==> src/rtl/data_memory_arbiter_if.sv <==
// Bundle of pipeline, debug-port and data-memory signals around the arbiter.
// Latency: n/a (wiring only).
// Backpressure: carried by P_Stall / D_Gnt inside the bundle.
interface data_memory_arbiter_if;
  logic        P_Req;
  logic        P_W_En;
  logic [2:0]  P_Control;
  logic [31:0] P_Addr;
  logic [31:0] P_W_Data;
  logic        P_Stall;
  logic        P_R_Valid;
  logic [31:0] P_R_Data;

  logic        D_Req;
  logic        D_W_En;
  logic [2:0]  D_Control;
  logic [31:0] D_Addr;
  logic [31:0] D_W_Data;
  logic        D_Lock;
  logic        D_Gnt;
  logic        D_R_Valid;
  logic [31:0] D_R_Data;

  logic        Addr_Err;
  logic        MEM_W_En;
  logic [2:0]  MEM_Control;
  logic [31:0] MEM_Addr;
  logic [31:0] MEM_W_Data;
  logic [31:0] MEM_R_Data;

  // Arbiter side
  modport slave (
    input  P_Req, P_W_En, P_Control, P_Addr, P_W_Data,
    output P_Stall, P_R_Valid, P_R_Data,
    input  D_Req, D_W_En, D_Control, D_Addr, D_W_Data, D_Lock,
    output D_Gnt, D_R_Valid, D_R_Data,
    output Addr_Err, MEM_W_En, MEM_Control, MEM_Addr, MEM_W_Data,
    input  MEM_R_Data
  );

  // Requester / memory side
  modport master (
    output P_Req, P_W_En, P_Control, P_Addr, P_W_Data,
    input  P_Stall, P_R_Valid, P_R_Data,
    output D_Req, D_W_En, D_Control, D_Addr, D_W_Data, D_Lock,
    input  D_Gnt, D_R_Valid, D_R_Data,
    input  Addr_Err, MEM_W_En, MEM_Control, MEM_Addr, MEM_W_Data,
    output MEM_R_Data
  );
endinterface

==> src/rtl/data_memory_arbiter.sv <==
// Arbitrates the single-port data memory between pipeline (priority) and debug port.
// Latency: grant same cycle, store commits next edge, load data 1 cycle after grant.
// Backpressure: pipeline sees P_Stall, debug sees D_Gnt; requesters hold inputs while denied.
module data_memory_arbiter #(
  parameter int STARVE_LIMIT = 4,
  parameter int LOCK_MAX     = 16,
  parameter int DEPTH        = 256
) (
  input  logic                 CLK,
  input  logic                 RST,
  data_memory_arbiter_if.slave bus
);

  typedef enum logic {P_OWN, D_LOCK} state_t;
  typedef enum logic [1:0] {RD_NONE, RD_P, RD_D} owner_t;

  state_t      r_state;
  logic [3:0]  r_starve_cnt;
  logic [4:0]  r_lock_cnt;
  logic        r_p_first;     // pipeline gets the slot right after a lock-limit exit
  owner_t      r_rd_owner;
  logic        r_rd_oor;
  logic        r_addr_err;

  logic        w_p_win;
  logic        w_d_win;
  logic        w_win_oor;
  logic        w_starved;
  logic        w_lock_last;

  assign w_starved   = (r_starve_cnt == 4'(STARVE_LIMIT));
  assign w_lock_last = ((r_lock_cnt + 5'd1) == 5'(LOCK_MAX));

  // Pick the winner; nothing is granted while reset is asserted so all outputs read 0.
  always_comb begin
    w_p_win = 1'b0;
    w_d_win = 1'b0;
    if (RST) begin
      if (r_state == D_LOCK) begin
        w_d_win = bus.D_Req;
      end else if (r_p_first && bus.P_Req) begin
        w_p_win = 1'b1;
      end else begin
        w_d_win = bus.D_Req & (~bus.P_Req | w_starved);
        w_p_win = bus.P_Req & ~w_d_win;
      end
    end
  end

  // Route the winner's fields to the memory; out-of-range stores are suppressed.
  always_comb begin
    bus.MEM_W_En    = 1'b0;
    bus.MEM_Control = 3'd0;
    bus.MEM_Addr    = 32'd0;
    bus.MEM_W_Data  = 32'd0;
    w_win_oor       = 1'b0;
    if (w_p_win) begin
      w_win_oor       = (bus.P_Addr >= 32'(DEPTH));
      bus.MEM_W_En    = bus.P_W_En & ~w_win_oor;
      bus.MEM_Control = bus.P_Control;
      bus.MEM_Addr    = bus.P_Addr;
      bus.MEM_W_Data  = bus.P_W_Data;
    end else if (w_d_win) begin
      w_win_oor       = (bus.D_Addr >= 32'(DEPTH));
      bus.MEM_W_En    = bus.D_W_En & ~w_win_oor;
      bus.MEM_Control = bus.D_Control;
      bus.MEM_Addr    = bus.D_Addr;
      bus.MEM_W_Data  = bus.D_W_Data;
    end
  end

  assign bus.P_Stall   = bus.P_Req & RST & ~w_p_win;
  assign bus.D_Gnt     = w_d_win;
  assign bus.Addr_Err  = r_addr_err;
  assign bus.P_R_Valid = (r_rd_owner == RD_P);
  assign bus.D_R_Valid = (r_rd_owner == RD_D);
  assign bus.P_R_Data  = (r_rd_owner == RD_P && !r_rd_oor) ? bus.MEM_R_Data : 32'd0;
  assign bus.D_R_Data  = (r_rd_owner == RD_D && !r_rd_oor) ? bus.MEM_R_Data : 32'd0;

  // Ownership FSM with starvation counter and bounded debug lock.
  always_ff @(posedge CLK or negedge RST) begin
    if (!RST) begin
      r_state      <= P_OWN;
      r_starve_cnt <= 4'd0;
      r_lock_cnt   <= 5'd0;
      r_p_first    <= 1'b0;
    end else begin
      r_p_first <= 1'b0;
      if (!bus.D_Req || w_d_win) begin
        r_starve_cnt <= 4'd0;
      end else if (!w_starved) begin
        r_starve_cnt <= r_starve_cnt + 4'd1;
      end
      case (r_state)
        P_OWN: begin
          if (w_d_win && bus.D_Lock) begin
            if (LOCK_MAX == 1) begin
              r_p_first <= 1'b1;
            end else begin
              r_state    <= D_LOCK;
              r_lock_cnt <= 5'd1;
            end
          end
        end
        default: begin
          if (w_d_win && bus.D_Lock) begin
            r_lock_cnt <= r_lock_cnt + 5'd1;
            if (w_lock_last) begin
              r_state   <= P_OWN;
              r_p_first <= 1'b1;
            end
          end else begin
            r_state <= P_OWN;
          end
        end
      endcase
    end
  end

  // Remember who owns the load in flight and whether it was out of range.
  always_ff @(posedge CLK or negedge RST) begin
    if (!RST) begin
      r_rd_owner <= RD_NONE;
      r_rd_oor   <= 1'b0;
      r_addr_err <= 1'b0;
    end else begin
      if (w_p_win && !bus.P_W_En) begin
        r_rd_owner <= RD_P;
      end else if (w_d_win && !bus.D_W_En) begin
        r_rd_owner <= RD_D;
      end else begin
        r_rd_owner <= RD_NONE;
      end
      r_rd_oor   <= w_win_oor;
      r_addr_err <= (w_p_win | w_d_win) & w_win_oor;
    end
  end

endmodule

==> src/flat_wrapper.sv <==
// flat-port wrapper written by rule: the top's interface ports become plain ports
module data_memory_arbiter_flat 
#(
  parameter int STARVE_LIMIT = 4,
  parameter int LOCK_MAX     = 16,
  parameter int DEPTH        = 256
)
  (CLK, RST, bus_P_Req, bus_P_W_En, bus_P_Control, bus_P_Addr, bus_P_W_Data, bus_P_Stall, bus_P_R_Valid, bus_P_R_Data, bus_D_Req, bus_D_W_En, bus_D_Control, bus_D_Addr, bus_D_W_Data, bus_D_Lock, bus_D_Gnt, bus_D_R_Valid, bus_D_R_Data, bus_Addr_Err, bus_MEM_W_En, bus_MEM_Control, bus_MEM_Addr, bus_MEM_W_Data, bus_MEM_R_Data);
  data_memory_arbiter_if bus_i ();
  input  logic CLK;
  input  logic RST;
  input wire logic [$bits(bus_i.P_Req)-1:0] bus_P_Req;
  input wire logic [$bits(bus_i.P_W_En)-1:0] bus_P_W_En;
  input wire logic [$bits(bus_i.P_Control)-1:0] bus_P_Control;
  input wire logic [$bits(bus_i.P_Addr)-1:0] bus_P_Addr;
  input wire logic [$bits(bus_i.P_W_Data)-1:0] bus_P_W_Data;
  output wire logic [$bits(bus_i.P_Stall)-1:0] bus_P_Stall;
  output wire logic [$bits(bus_i.P_R_Valid)-1:0] bus_P_R_Valid;
  output wire logic [$bits(bus_i.P_R_Data)-1:0] bus_P_R_Data;
  input wire logic [$bits(bus_i.D_Req)-1:0] bus_D_Req;
  input wire logic [$bits(bus_i.D_W_En)-1:0] bus_D_W_En;
  input wire logic [$bits(bus_i.D_Control)-1:0] bus_D_Control;
  input wire logic [$bits(bus_i.D_Addr)-1:0] bus_D_Addr;
  input wire logic [$bits(bus_i.D_W_Data)-1:0] bus_D_W_Data;
  input wire logic [$bits(bus_i.D_Lock)-1:0] bus_D_Lock;
  output wire logic [$bits(bus_i.D_Gnt)-1:0] bus_D_Gnt;
  output wire logic [$bits(bus_i.D_R_Valid)-1:0] bus_D_R_Valid;
  output wire logic [$bits(bus_i.D_R_Data)-1:0] bus_D_R_Data;
  output wire logic [$bits(bus_i.Addr_Err)-1:0] bus_Addr_Err;
  output wire logic [$bits(bus_i.MEM_W_En)-1:0] bus_MEM_W_En;
  output wire logic [$bits(bus_i.MEM_Control)-1:0] bus_MEM_Control;
  output wire logic [$bits(bus_i.MEM_Addr)-1:0] bus_MEM_Addr;
  output wire logic [$bits(bus_i.MEM_W_Data)-1:0] bus_MEM_W_Data;
  input wire logic [$bits(bus_i.MEM_R_Data)-1:0] bus_MEM_R_Data;
  assign bus_i.P_Req = bus_P_Req;
  assign bus_i.P_W_En = bus_P_W_En;
  assign bus_i.P_Control = bus_P_Control;
  assign bus_i.P_Addr = bus_P_Addr;
  assign bus_i.P_W_Data = bus_P_W_Data;
  assign bus_P_Stall = bus_i.P_Stall;
  assign bus_P_R_Valid = bus_i.P_R_Valid;
  assign bus_P_R_Data = bus_i.P_R_Data;
  assign bus_i.D_Req = bus_D_Req;
  assign bus_i.D_W_En = bus_D_W_En;
  assign bus_i.D_Control = bus_D_Control;
  assign bus_i.D_Addr = bus_D_Addr;
  assign bus_i.D_W_Data = bus_D_W_Data;
  assign bus_i.D_Lock = bus_D_Lock;
  assign bus_D_Gnt = bus_i.D_Gnt;
  assign bus_D_R_Valid = bus_i.D_R_Valid;
  assign bus_D_R_Data = bus_i.D_R_Data;
  assign bus_Addr_Err = bus_i.Addr_Err;
  assign bus_MEM_W_En = bus_i.MEM_W_En;
  assign bus_MEM_Control = bus_i.MEM_Control;
  assign bus_MEM_Addr = bus_i.MEM_Addr;
  assign bus_MEM_W_Data = bus_i.MEM_W_Data;
  assign bus_i.MEM_R_Data = bus_MEM_R_Data;
  data_memory_arbiter #(.STARVE_LIMIT(STARVE_LIMIT), .LOCK_MAX(LOCK_MAX), .DEPTH(DEPTH)) u_core (.CLK(CLK), .RST(RST), .bus(bus_i));
endmodule
==> config.mk <==
export PLATFORM = sky130hd
export DESIGN_NAME = data_memory_arbiter_flat
export DESIGN_NICKNAME = d
export VERILOG_FILES = /design/src/rtl/data_memory_arbiter_if.sv /design/src/rtl/data_memory_arbiter.sv /design/src/flat_wrapper.sv
export SDC_FILE = /design/constraint.sdc
export NUM_CORES = 1
export LEC_CHECK = 0
export ABC_AREA = 1
export CORE_AREA = 2 2 120 122
export CTS_BUF_LIST = sky130_fd_sc_hd__clkbuf_2
export DETAILED_ROUTE_END_ITERATION = 10
export DIE_AREA = 0 0 122 124
export PLACE_DENSITY = 0.64
export SLEW_MARGIN = 20
export SYNTH_ARGS = -nofsm -noshare
export SYNTH_HDL_FRONTEND = slang
export SYNTH_SLANG_ARGS = --single-unit
export TNS_END_PERCENT = 1
==> constraint.sdc <==
create_clock -name CLK -period 1.9 [get_ports CLK]
set_input_delay 0.285 -clock CLK [delete_from_list [all_inputs] [get_ports CLK]]
set_output_delay 0.285 -clock CLK [all_outputs]
set_load 0.005 [all_outputs]
# Word level (Yosys, flattened, before mapping)
# Index checks and enable logic that the tools add are counted.
# word_totals
regBits,15
input_bits,173
output_inout_bits,137
elab_cells,73
# op_classes
add_sub_neg,2
n_lt_le_gt_ge,2
eq_ne,5
muxes,32
n_bitwise,14
reduce_logical,11
# op_table
operator,count
32-bit two-way mux,6
32-bit by 9-bit >= comparator with 1-bit output (second input constant),2
1-bit two-way mux,17
5-bit two-way mux,3
4-bit two-way mux,2
1-bit AND,7
1-bit logical AND,6
3-bit two-way mux,2
5-bit by 1-bit adder with 5-bit output (second input constant),1
5-bit == test (second input constant),1
1-bit inverter,5
4-bit by 1-bit adder with 4-bit output (second input constant),1
4-bit by 3-bit == test with 1-bit output (second input constant),1
1-bit zero test,4
2-bit two-way mux,2
2-bit by 1-bit == test with 1-bit output (second input constant),1
2-bit == test (second input constant),1
2-bit inequality test (second input constant),1
1-bit OR,2
1-bit logical OR,1

# Depth between registers and ports, before layout
# Gate-level depths: netlist (run 1).
# logic_depth
depth_word,10
mapped_depth,12
ltp_nobuf,11

# Least setup slack after synthesis (run 1)
# OpenSTA, ideal clock, no wires.
# synth_path
path_type,register to output
start,reg u_core.r_starve_cnt[0]
end,out bus_P_Stall
t_arrival_ps,1400
required_ps,1615
setup_slack_ps,215
stages_incl_launch_ff,11
path_buffers,2
path_cell_list,dfrtp_1 -> inv_1 -> ha_1 -> nand2_1 -> nor2_4 -> nand3_2 -> nand2_2 -> inv_2 -> buf_6 -> buf_6 -> nor3_2
# synth_via
elab_chain_cells,10
# synth_lines
item,line_no,rtl
"start, declared",data_memory_arbiter.sv:18,logic [3:0] r_starve_cnt;
"start signal, assigned",data_memory_arbiter.sv:92,r_starve_cnt <= r_starve_cnt + 4'd1;
4-bit by 3-bit == test with 1-bit output,data_memory_arbiter.sv:31,assign w_starved = (r_starve_cnt == 4'(STARVE_LIMIT));
1-bit OR,data_memory_arbiter.sv:44,w_d_win = bus.D_Req & (~bus.P_Req | w_starved);
1-bit AND,data_memory_arbiter.sv:44,
1-bit inverter,data_memory_arbiter.sv:45,w_p_win = bus.P_Req & ~w_d_win;
1-bit AND,data_memory_arbiter.sv:45,
1-bit two-way mux,data_memory_arbiter.sv:41,end else if (r_p_first && bus.P_Req) begin
1-bit two-way mux,data_memory_arbiter.sv:39,if (r_state == D_LOCK) begin
1-bit two-way mux,data_memory_arbiter.sv:38,if (RST) begin
1-bit inverter,data_memory_arbiter.sv:72,assign bus.P_Stall = bus.P_Req & RST & ~w_p_win;
1-bit AND,data_memory_arbiter.sv:72,
"end, declared",flat_wrapper.sv:17,output wire logic [$bits(bus_i.P_Stall)-1:0] bus_P_Stall;
# Every way passes these cells.

# Final worst setup path (run 1)
# layout_path
start,reg u_core.r_starve_cnt[0]
end,out bus_MEM_Addr[20]
# layout_via
elab_chain_cells,9
word_cells_on_any_way,13
cone_classes,eq/ne (1); mux (8); bitwise (4)
# layout_lines
item,line_no,rtl
4-bit by 3-bit == test with 1-bit output (*),data_memory_arbiter.sv:31,
1-bit OR (*),data_memory_arbiter.sv:44,
1-bit AND (*),data_memory_arbiter.sv:44,
1-bit inverter,data_memory_arbiter.sv:45,
1-bit AND,data_memory_arbiter.sv:45,
1-bit two-way mux,data_memory_arbiter.sv:41,
1-bit two-way mux,data_memory_arbiter.sv:39,
1-bit two-way mux,data_memory_arbiter.sv:38,
32-bit two-way mux (*),data_memory_arbiter.sv:57,if (w_p_win) begin
"end, declared",flat_wrapper.sv:32,output wire logic [$bits(bus_i.MEM_Addr)-1:0] bus_MEM_Addr;
# Mark *: on every way between the ends. The rest lies on a longest branch, timed or not.

==> out/metrics.cfg, run 1 <==
[cts]
cts_made_buffers=3
clkSlewWorstSetupHoldPaths_ps=140
worst_skew_pair.late_latency_ps=280
cts_hold_buffers=0
clock-sinks=15
cts_root_buf=clkbuf_2
clock_path_buffers=2
h-tree-depth=1
cts_tree=built

[pwr]
swShare_pct=34.2
clkPwrFrac_pct=9.6
internal-power_mw=1.07
ir_drop_mv=0.153
sequentialPowerShare_pct=22.5
power_mw=1.62
p_switching_mw=0.556
p_per_area_nw_per_um2=272
p_leak_nw=3.40
combPwrFrac_pct=67.8

[finish]
multi_input_area_um2=1650
layout-drive-gt1-share_pct=23.8
seq_area_um2=375
final_nets=989
nFillCells=1525
final_cell_area_um2=5970
final_core_util_pct=43.5
layout.cells.non_filler=991
areaGrowthSynthToFinish_pct=166
final_common_cell=clkdlybuf4s50_1
mostFrequentLayoutCells=clkdlybuf4s50_1, nand2_1, nor2_1
diodes=0

[timing]
relSlewSlack_pct=81.5
worst_slew_pin_slew_ps=275
period_share_pct=117
hold_slack_ps=427
report.final.setup_viol=72
period_minus_slack_ps=2230
finalSetupTns_ps=-17490
skew_ps=0.850
slew_viol_final=0
layout_setup_ws_ps=-332
finalHoldViolCount=0
rsz0062_at_grt=true
max_freq_mhz=448

[yosys]
syn_inst=461
yosysTopAreaCell=nand2_1
synth_nets=638
avgSynthCellArea_um2=4.87
synth_area_um2=2250
synthTopCellsByArea=nand2_1, nor2_1, dfrtp_1
synth-seq-cells=15
synth.top_cell.area_share_pct=35.9
ys_types=25
synth-warning-count=0
ys_seq_area_share_pct=16.7

[drt]
vias=3988
drc_errors=0
drtIter0Drc=146
via_per_inst=4.02
ant_nets=0
wl_per_cell_um=14.2
routed_wirelength_mm=14.1
wl_met1_mm=5.34
highest_layer=met4
dr.pass1.iters=4
wl_met3_mm=1.24
wl_met2_mm=7.29

[placement]
numPlacedInstances=970
pre_cts_ws_ps=-632
hpwl_mm=11.4
portBuffers=309
place_area_um2=5790
gp_congestion=0.771

[floorplanning]
die_y_um=124
row_count=43
fp.dieW_um=122
coreArea_um2=13700
die-area_um2=15100
start_util_pct=16.4
ioPinCount=310

[hold_path]
hold_class=input port to async pin

[worst_setup_path]
end_kind=output port
startpoint_type=flip-flop
r2r_end=u_core.bus.Addr_Err
rr_startpoint=u_core.r_starve_cnt[0]
required_ps=1620
crit_type=flip-flop to output port
regToRegSetupSlack_ps=120
crit_fanout=6
rr_worst_depth=12
cp.arrival_ps=1950

[status]
status=complete, but fails checks
failed_checks=setup timing

[global_route]
grt_first_pass_wirelength_mm=20.2
grt_overflow=0
grt_usage_pct=17.1
grt_max_degree=30
grt_antenna_before_repair=0
grt_pass1_vias=3864

[flow_run]
cap_violations=0

-- Yosys cell counts, drive strengths merged --
cell type / n
inv: 64
ha: 4
xor2: 3
o22ai: 4
nand3: 9
dfrtp: 15
or2: 1
o21ai: 8
a21oi: 3
nor2: 103
nand2: 218
nor3: 3
clkbuf: 6
clkinv: 1
nand4: 4
buf: 14
xnor2: 1
-- layer usage --
metal	track usage [%]	up-vias
li1	-	2046
met1	20.1	1737
met2	31.9	193
met3	3.75	12
met4	3.02	0
met5	0	-
-- timing repair --
action | CTS | global route
gates resized for setup | 401 | 38
cloned | 6 | 0
setup buffers | 12 | 1
pin swaps | 12 | 13
setup endpoints to repair | 134 | 76
hold endpoints to repair | 0 | 0
-- flip-flops by register name (all words and copies together) (netlist names) --
name                 flops
u_core.r_starve_cnt      4
u_core.r_lock_cnt        5
u_core.r_p_first         1
u_core.bus.Addr_Err      1
u_core.r_state           1
u_core.r_rd_owner        2
u_core.r_rd_oor          1
-- power groups by stage --
stage                     clock (mW)  combinational (mW)  sequential (mW)
after global routing           0.180                1.20            0.371
after floorplan                    0               0.294            0.371
after global placement             0                1.07            0.371
after detailed placement           0                1.07            0.371
after CTS                      0.164                1.09            0.366
final                          0.157                1.10            0.366
-- critical path, cell delays in order (launching register included) --
cell and delay (ps):
dfrtp_1 410, inv_2 60, ha_2 160, nand2_2 60
nor2_4 90, buf_6 110, nand3_4 60, nand2_4 110
clkinv_8 100, buf_12 130, buf_16 130, nand2_1 50
nand2_1 60, buf_2 130
-- cells by family (layout without fill, tap and decap cells) --
kind of cell	after synthesis	after routing	share of synthesized area, %
flops	15	15	16.7
fa+ha+maj	4	4	2.23
simple gates	338	338	58.8
buf+inv	85	435	17.1
xor+xnor	4	4	1.56
compound gates	15	15	3.56
-- how the worst max path moves through the flow --
| stage | startpoint | endpoint | slack (ps) | depth (start not counted) |
|---|---|---|---|---|
| 2_1_floorplan | u_core.r_starve_cnt[0] | bus_P_Stall | 220 | 10 |
| 3_3_place_gp | bus_P_Req | bus_MEM_W_En | -620 | 9 |
| 3_5_place_dp | bus_P_Req | bus_MEM_W_En | -630 | 9 |
| 4_1_cts | u_core.r_starve_cnt[1] | bus_MEM_Addr[2] | -350 | 14 |
| 5_1_grt | u_core.r_starve_cnt[1] | bus_MEM_Addr[20] | -450 | 13 |
| 6_report | u_core.r_starve_cnt[0] | bus_MEM_Addr[20] | -330 | 13 |
-- final cells by class --
class | instances | share of cell area (%)
inverter | 65 | 4.38
clock buffer | 4 | 0.335
multi-input combinational | 361 | 27.6
tap | 180 | 3.77
timing repair buffer | 366 | 57.6
sequential | 15 | 6.29
Power figures use the tool's default switching activity.
==> inputs of run 2 (changes only) <==
--- a/constraint.sdc
+++ b/constraint.sdc
@@ -3,2 +3,2 @@
 set_output_delay 0.285 -clock CLK [all_outputs]
-set_load 0.005 [all_outputs]
+set_load 0.02 [all_outputs]
==> out/metrics.cfg, run 2 (synthesis gave the netlist of run 1 again) <==
[drt]
drtIter0Drc=130  ; -11%
wl_per_cell_um=13.9  ; -1.9%
vias=3938  ; -1.3%
drc_errors=0  ; unchanged
ant_nets=0  ; unchanged
routed_wirelength_mm=13.8  ; -2.1%
via_per_inst=3.98  ; -1.1%
dr.pass1.iters=4  ; unchanged

[global_route]
grt_first_pass_wirelength_mm=18.8  ; -7.3%
grt_antenna_before_repair=0  ; unchanged
grt_pass1_vias=3542  ; -8.3%
grt_overflow=0  ; unchanged
grt_max_degree=35  ; +17%
grt_usage_pct=15.9  ; -1.2 points

[pwr]
internal-power_mw=1.13  ; +5.8%
swShare_pct=38.7  ; +4.5 points
sequentialPowerShare_pct=20.0  ; -2.5 points
p_leak_nw=3.18  ; -6.5%
power_mw=1.84  ; +14%
clkPwrFrac_pct=8.4  ; -1.2 points
p_switching_mw=0.714  ; +29%
p_per_area_nw_per_um2=314  ; +16%
ir_drop_mv=0.126  ; -18%
combPwrFrac_pct=71.5  ; +3.7 points

[timing]
finalHoldViolCount=0  ; unchanged
period_share_pct=112  ; -5.1 points
relSlewSlack_pct=85.4  ; +3.9 points
max_freq_mhz=468  ; +4.6%
layout_setup_ws_ps=-235  ; +97.7 ps
period_minus_slack_ps=2130  ; -97.7 ps
worst_slew_pin_slew_ps=217  ; -58.2 ps
rsz0062_at_grt=true
report.final.setup_viol=70  ; -2.8%
slew_viol_final=0  ; unchanged
skew_ps=6.11  ; +5.26 ps
finalSetupTns_ps=-12140  ; +5350 ps

[status]
status=complete, but fails checks
failed_checks=setup timing

[finish]
diodes=0  ; unchanged
areaGrowthSynthToFinish_pct=161
reg.largest.list=u_core.r_lock_cnt (5), u_core.r_starve_cnt (4), u_core.r_rd_owner (2)
final_nets=987  ; -0.20%
final_core_util_pct=42.8  ; -0.75 points
final_common_cell=nand2_1
largest-register=u_core.r_lock_cnt
multi_input_area_um2=1590  ; -3.8%
largest_reg_flops=5  ; unchanged
layout-drive-gt1-share_pct=27.9  ; +4.1 points
seq_area_um2=375  ; unchanged
mostFrequentLayoutCells=nand2_1, clkdlybuf4s50_1, nor2_1
nFillCells=1468  ; -3.7%

[floorplanning]
coreArea_um2=13700  ; unchanged
die-area_um2=15100  ; unchanged
fp.dieW_um=122  ; unchanged
row_count=43  ; unchanged
start_util_pct=16.4  ; unchanged
die_y_um=124  ; unchanged
ioPinCount=310  ; unchanged

[worst_setup_path]
end_kind=output port
crit_type=flip-flop to output port
startpoint_type=flip-flop
cp.arrival_ps=1850  ; -100 ps
endpoint=bus_MEM_W_En
r2r_end=u_core.r_lock_cnt[3]
rr_worst_depth=13  ; +1
required_ps=1620  ; about the same
crit_fanout=8  ; +2
rr_startpoint=u_core.r_starve_cnt[1]
critPathLaunch=u_core.r_starve_cnt[1]
regToRegSetupSlack_ps=250  ; +130 ps

[cts]
h-tree-depth=1  ; unchanged
cts_made_buffers=3  ; unchanged
clock_path_buffers=2  ; unchanged
worst_skew_pair.late_latency_ps=280  ; about the same
cts_root_buf=clkbuf_2
clock-sinks=15  ; unchanged
cts_tree=built
clkSlewWorstSetupHoldPaths_ps=140  ; about the same

[hold_path]
hold_class=input port to async pin

[placement]
hpwl_mm=11.5  ; +1.0%
gp_congestion=0.765  ; -0.83%
pre_cts_ws_ps=-691  ; -58.5 ps
portBuffers=309  ; unchanged

[flow_run]
cap_violations=0  ; unchanged

run 2: worst min path at each step:
| stage | endpoint | slack, ps | cells past startpoint |
|---|---|---|---|
| after floorplan | u_core.bus.Addr_Err | -10 | 0 |
| after global placement | u_core.r_lock_cnt[4] | 510 | 2 |
| after detailed placement | u_core.r_lock_cnt[4] | 510 | 2 |
| after CTS | u_core.r_lock_cnt[3] | 290 | 2 |
| after global routing | u_core.r_lock_cnt[3] | 270 | 2 |
| final | u_core.r_lock_cnt[2] | 300 | 2 |
run 2: what timing repair did:
action,in CTS,in global routing
endpoints found under the setup margin,128,129
buffers inserted,1,4
cloned,1,2
hold buffers,0,0
pin swaps,2,5
gates resized for setup,458,175
run 2: layout make-up:
cell class	instances	area share [%]
repair buffers	364	58.0
multi-input cells	361	27.0
well taps	180	3.84
inverters	65	4.42
flip-flops and latches	15	6.40
clock buffers	4	0.341
run 2: power groups by stage:
stage	sequential (mW)	clock [mW]	combinational, mW
final	0.369	0.155	1.32
after global routing	0.373	0.180	1.42
after CTS	0.367	0.161	1.24
after detailed placement	0.373	0	1.24
after global placement	0.371	0	1.24
after floorplan	0.373	0	0.448
run 2: stage by stage:
stage	std cells	hold slack [ps]	cell area (um2)
after floorplan	461	-10.6	2250
after global placement	978	506	5830
after detailed placement	978	506	5830
after CTS	984	291	5810
after global routing	989	273	5870
final	989	298	5870
run 2: critical path, cell delays in order (launching register included):
cell and delay [ps]:
dfrtp_1 420, inv_2 70, ha_4 130, nand2_4 40
nor2_4 130, nand3_2 80, nand2_2 90, inv_4 60
buf_8 120, buf_12 120, nand3_1 70, nand2_1 80
buf_6 140
run 2: layer usage:
layer	track usage, %	wire length [um]	vias to the layer above
li1	-	-	2045
met1	19.3	5410	1698
met2	29.9	7090	191
met3	3.53	1200	4
met4	0.862	46	0
met5	0	0	-
==> inputs of run 3 (changes only) <==
- ABC_CLOCK_PERIOD_IN_PS: default -> 1900
- CAP_MARGIN: default -> 25
- MAX_ROUTING_LAYER: default -> met4
==> out/metrics.cfg, run 3 (synthesis gave the netlist of run 1 again) <==
[finish]
final_nets=987  ; unchanged
nFillCells=1467  ; -0.068%
final_common_cell=nand2_1
layout-drive-gt1-share_pct=28.6  ; +0.62 points
layout.cells.non_filler=989  ; unchanged
final_core_util_pct=42.9  ; +0.10 points
diodes=0  ; unchanged
reg.largest.list=u_core.r_lock_cnt (5), u_core.r_starve_cnt (4), u_core.r_rd_owner (2)
largest_reg_flops=5  ; unchanged
mostFrequentLayoutCells=nand2_1, clkdlybuf4s50_1, nor2_1
largest-register=u_core.r_lock_cnt
areaGrowthSynthToFinish_pct=162

[drt]
wl_per_cell_um=13.9  ; about the same
drc_errors=0  ; unchanged
dr.pass1.iters=4  ; unchanged
drtIter0Drc=156  ; +20%
ant_nets=0  ; unchanged
vias=3950  ; +0.30%
via_per_inst=3.99  ; +0.30%
routed_wirelength_mm=13.8  ; about the same

[cts]
clock-sinks=15  ; unchanged
clock_path_buffers=2  ; unchanged
cts_tree=built
clkSlewWorstSetupHoldPaths_ps=140  ; about the same
worst_skew_pair.late_latency_ps=280  ; about the same
cts_made_buffers=3  ; unchanged
h-tree-depth=1  ; unchanged
cts_hold_buffers=0  ; unchanged
cts_root_buf=clkbuf_2

[worst_setup_path]
crit_family=simple AND/OR/NAND/NOR gates
required_ps=1620  ; about the same
crit_path_cell_trace=inv_2 > ha_4 > nand2_4 > nor2_4 > nand3_2 > nand2_2 > inv_4 > buf_8 > buf_6 > nor3_4 > buf_6
path_buf_inv=5  ; unchanged
crit_fanout=5  ; -3
cp.arrival_ps=1850  ; about the same
end_kind=output port
cp_common_cell=buf_6
cp_slowest_stage_delay_ps=420  ; about the same
crit_type=flip-flop to output port
slowest_stage=dfrtp_1
startpoint_type=flip-flop

[floorplanning]
coreArea_um2=13700  ; unchanged
fp.dieW_um=122  ; unchanged
die-area_um2=15100  ; unchanged
start_util_pct=16.4  ; unchanged
die_y_um=124  ; unchanged
row_count=43  ; unchanged
ioPinCount=310  ; unchanged

[hold_path]
hold_class=input port to async pin

[placement]
hpwl_mm=11.5  ; unchanged
numPlacedInstances=978  ; unchanged
portBuffers=309  ; unchanged
gp_congestion=0.775  ; +1.3%

[pwr]
combPwrFrac_pct=71.6  ; about the same
p_per_area_nw_per_um2=314  ; about the same
internal-power_mw=1.13  ; about the same
clkPwrFrac_pct=8.4  ; about the same
p_leak_nw=3.18  ; about the same
sequentialPowerShare_pct=20.0  ; about the same
p_switching_mw=0.717  ; +0.35%
ir_drop_mv=0.125  ; about the same
swShare_pct=38.8  ; +0.062 points

[timing]
period_share_pct=112  ; about the same
skew_ps=5.04  ; -1.07 ps
worst_slew_pin_slew_ps=217  ; -0.0486 ps
slew_viol_final=0  ; unchanged
report.final.setup_viol=70  ; unchanged
relSlewSlack_pct=85.4  ; about the same
period_minus_slack_ps=2140  ; +1.09 ps
rsz0062_at_grt=true
finalHoldViolCount=0  ; unchanged
layout_setup_ws_ps=-236  ; -1.09 ps
max_freq_mhz=468  ; about the same

[global_route]
grt_pass1_vias=3557  ; +0.42%
grt_overflow=0  ; unchanged
grt_first_pass_wirelength_mm=18.7  ; -0.22%
grt_usage_pct=16.3  ; +0.44 points
grt_antenna_before_repair=0  ; unchanged
grt_max_degree=35  ; unchanged

[status]
status=complete, but fails checks
failed_checks=setup timing

[flow_run]
cap_violations=0  ; unchanged

-- run 3: changes by cell type in the layout (fill, tap and decap cells not counted) --
cell / before / now
nand2_2: 13 / 17
o21ai_1: 4 / 3
o21ai_2: 2 / 3
nand2_1: 202 / 198
-- run 3: cell type report --
type                       instances  area, um2  share of cell area (%)
multi-input combinational        361       1600                    27.2
tap                              180        225                    3.83
timing repair buffer             364       3400                    57.8
sequential                        15        375                    6.38
inverter                          65        259                    4.41
clock buffer                       4       20.0                   0.340
-- run 3: worst reg2reg max path, cell delays in order (launching register included) --
cell and delay, ps:
dfrtp_1 420, inv_2 70, ha_4 130, nand2_4 40
nor2_4 130, nand2_1 70, nand2_2 80, nand2_4 90
clkinv_8 100, buf_8 140, buf_4 110, nand2_2 70
nand2_1 70, nand2_1 50
-- run 3: worst paths after layout --
path / from / endpoint / slack, ps / cells past startpoint
worst max register to register: u_core.r_starve_cnt[1] / u_core.r_lock_cnt[3] / 250 / 13
max in group asynchronous: RST / u_core.r_rd_owner[0] / 1310 / 3
worst max-delay path: u_core.r_starve_cnt[1] / bus_P_Stall / -240 / 11
worst min register to register: u_core.r_lock_cnt[4] / u_core.r_lock_cnt[4] / 530 / 2
min in group CLK: u_core.r_lock_cnt[4] / u_core.r_lock_cnt[4] / 530 / 2
worst min-delay path: RST / u_core.r_lock_cnt[2] / 300 / 2
-- run 3: metal layers --
| layer | vias to the layer above | wire (um) | GRT usage (%) |
|---|---|---|---|
| li1 | 2045 | - | - |
| met1 | 1709 | 5530 | 19.7 |
| met2 | 192 | 7080 | 30.0 |
| met3 | 4 | 1100 | 2.56 |
| met4 | 0 | 44 | 0.862 |
| met5 | - | 0 | - |
-- run 3: timing repair --
action / in CTS / in global routing
buffers inserted: 1 / 4
pin swaps: 2 / 6
setup endpoints to repair: 128 / 129
gates resized for setup: 458 / 180
cloned: 1 / 2
endpoints found under the hold margin: 0 / 0
-- run 3: power groups by stage --
stage	sequential (mW)	combinational, mW	clock (mW)
after floorplan	0.373	0.448	0
after global placement	0.371	1.24	0
after detailed placement	0.373	1.24	0
after CTS	0.367	1.24	0.161
after global routing	0.373	1.42	0.180
final	0.369	1.32	0.155
-- run 3: metrics by stage --
stage | cell area [um2] | worst slack, ps | hold WS [ps] | setup TNS (ps) | power, mW
floorplan | 2250 | -38.5 | -10.6 | -193 | 0.821
global route | 5880 | -370 | 273 | -20410 | 1.98
CTS | 5810 | -323 | 291 | -17180 | 1.77
finish | 5880 | -236 | 299 | -12140 | 1.85
global placement | 5830 | -698 | 506 | -44610 | 1.61
detailed placement | 5830 | -691 | 506 | -44380 | 1.61
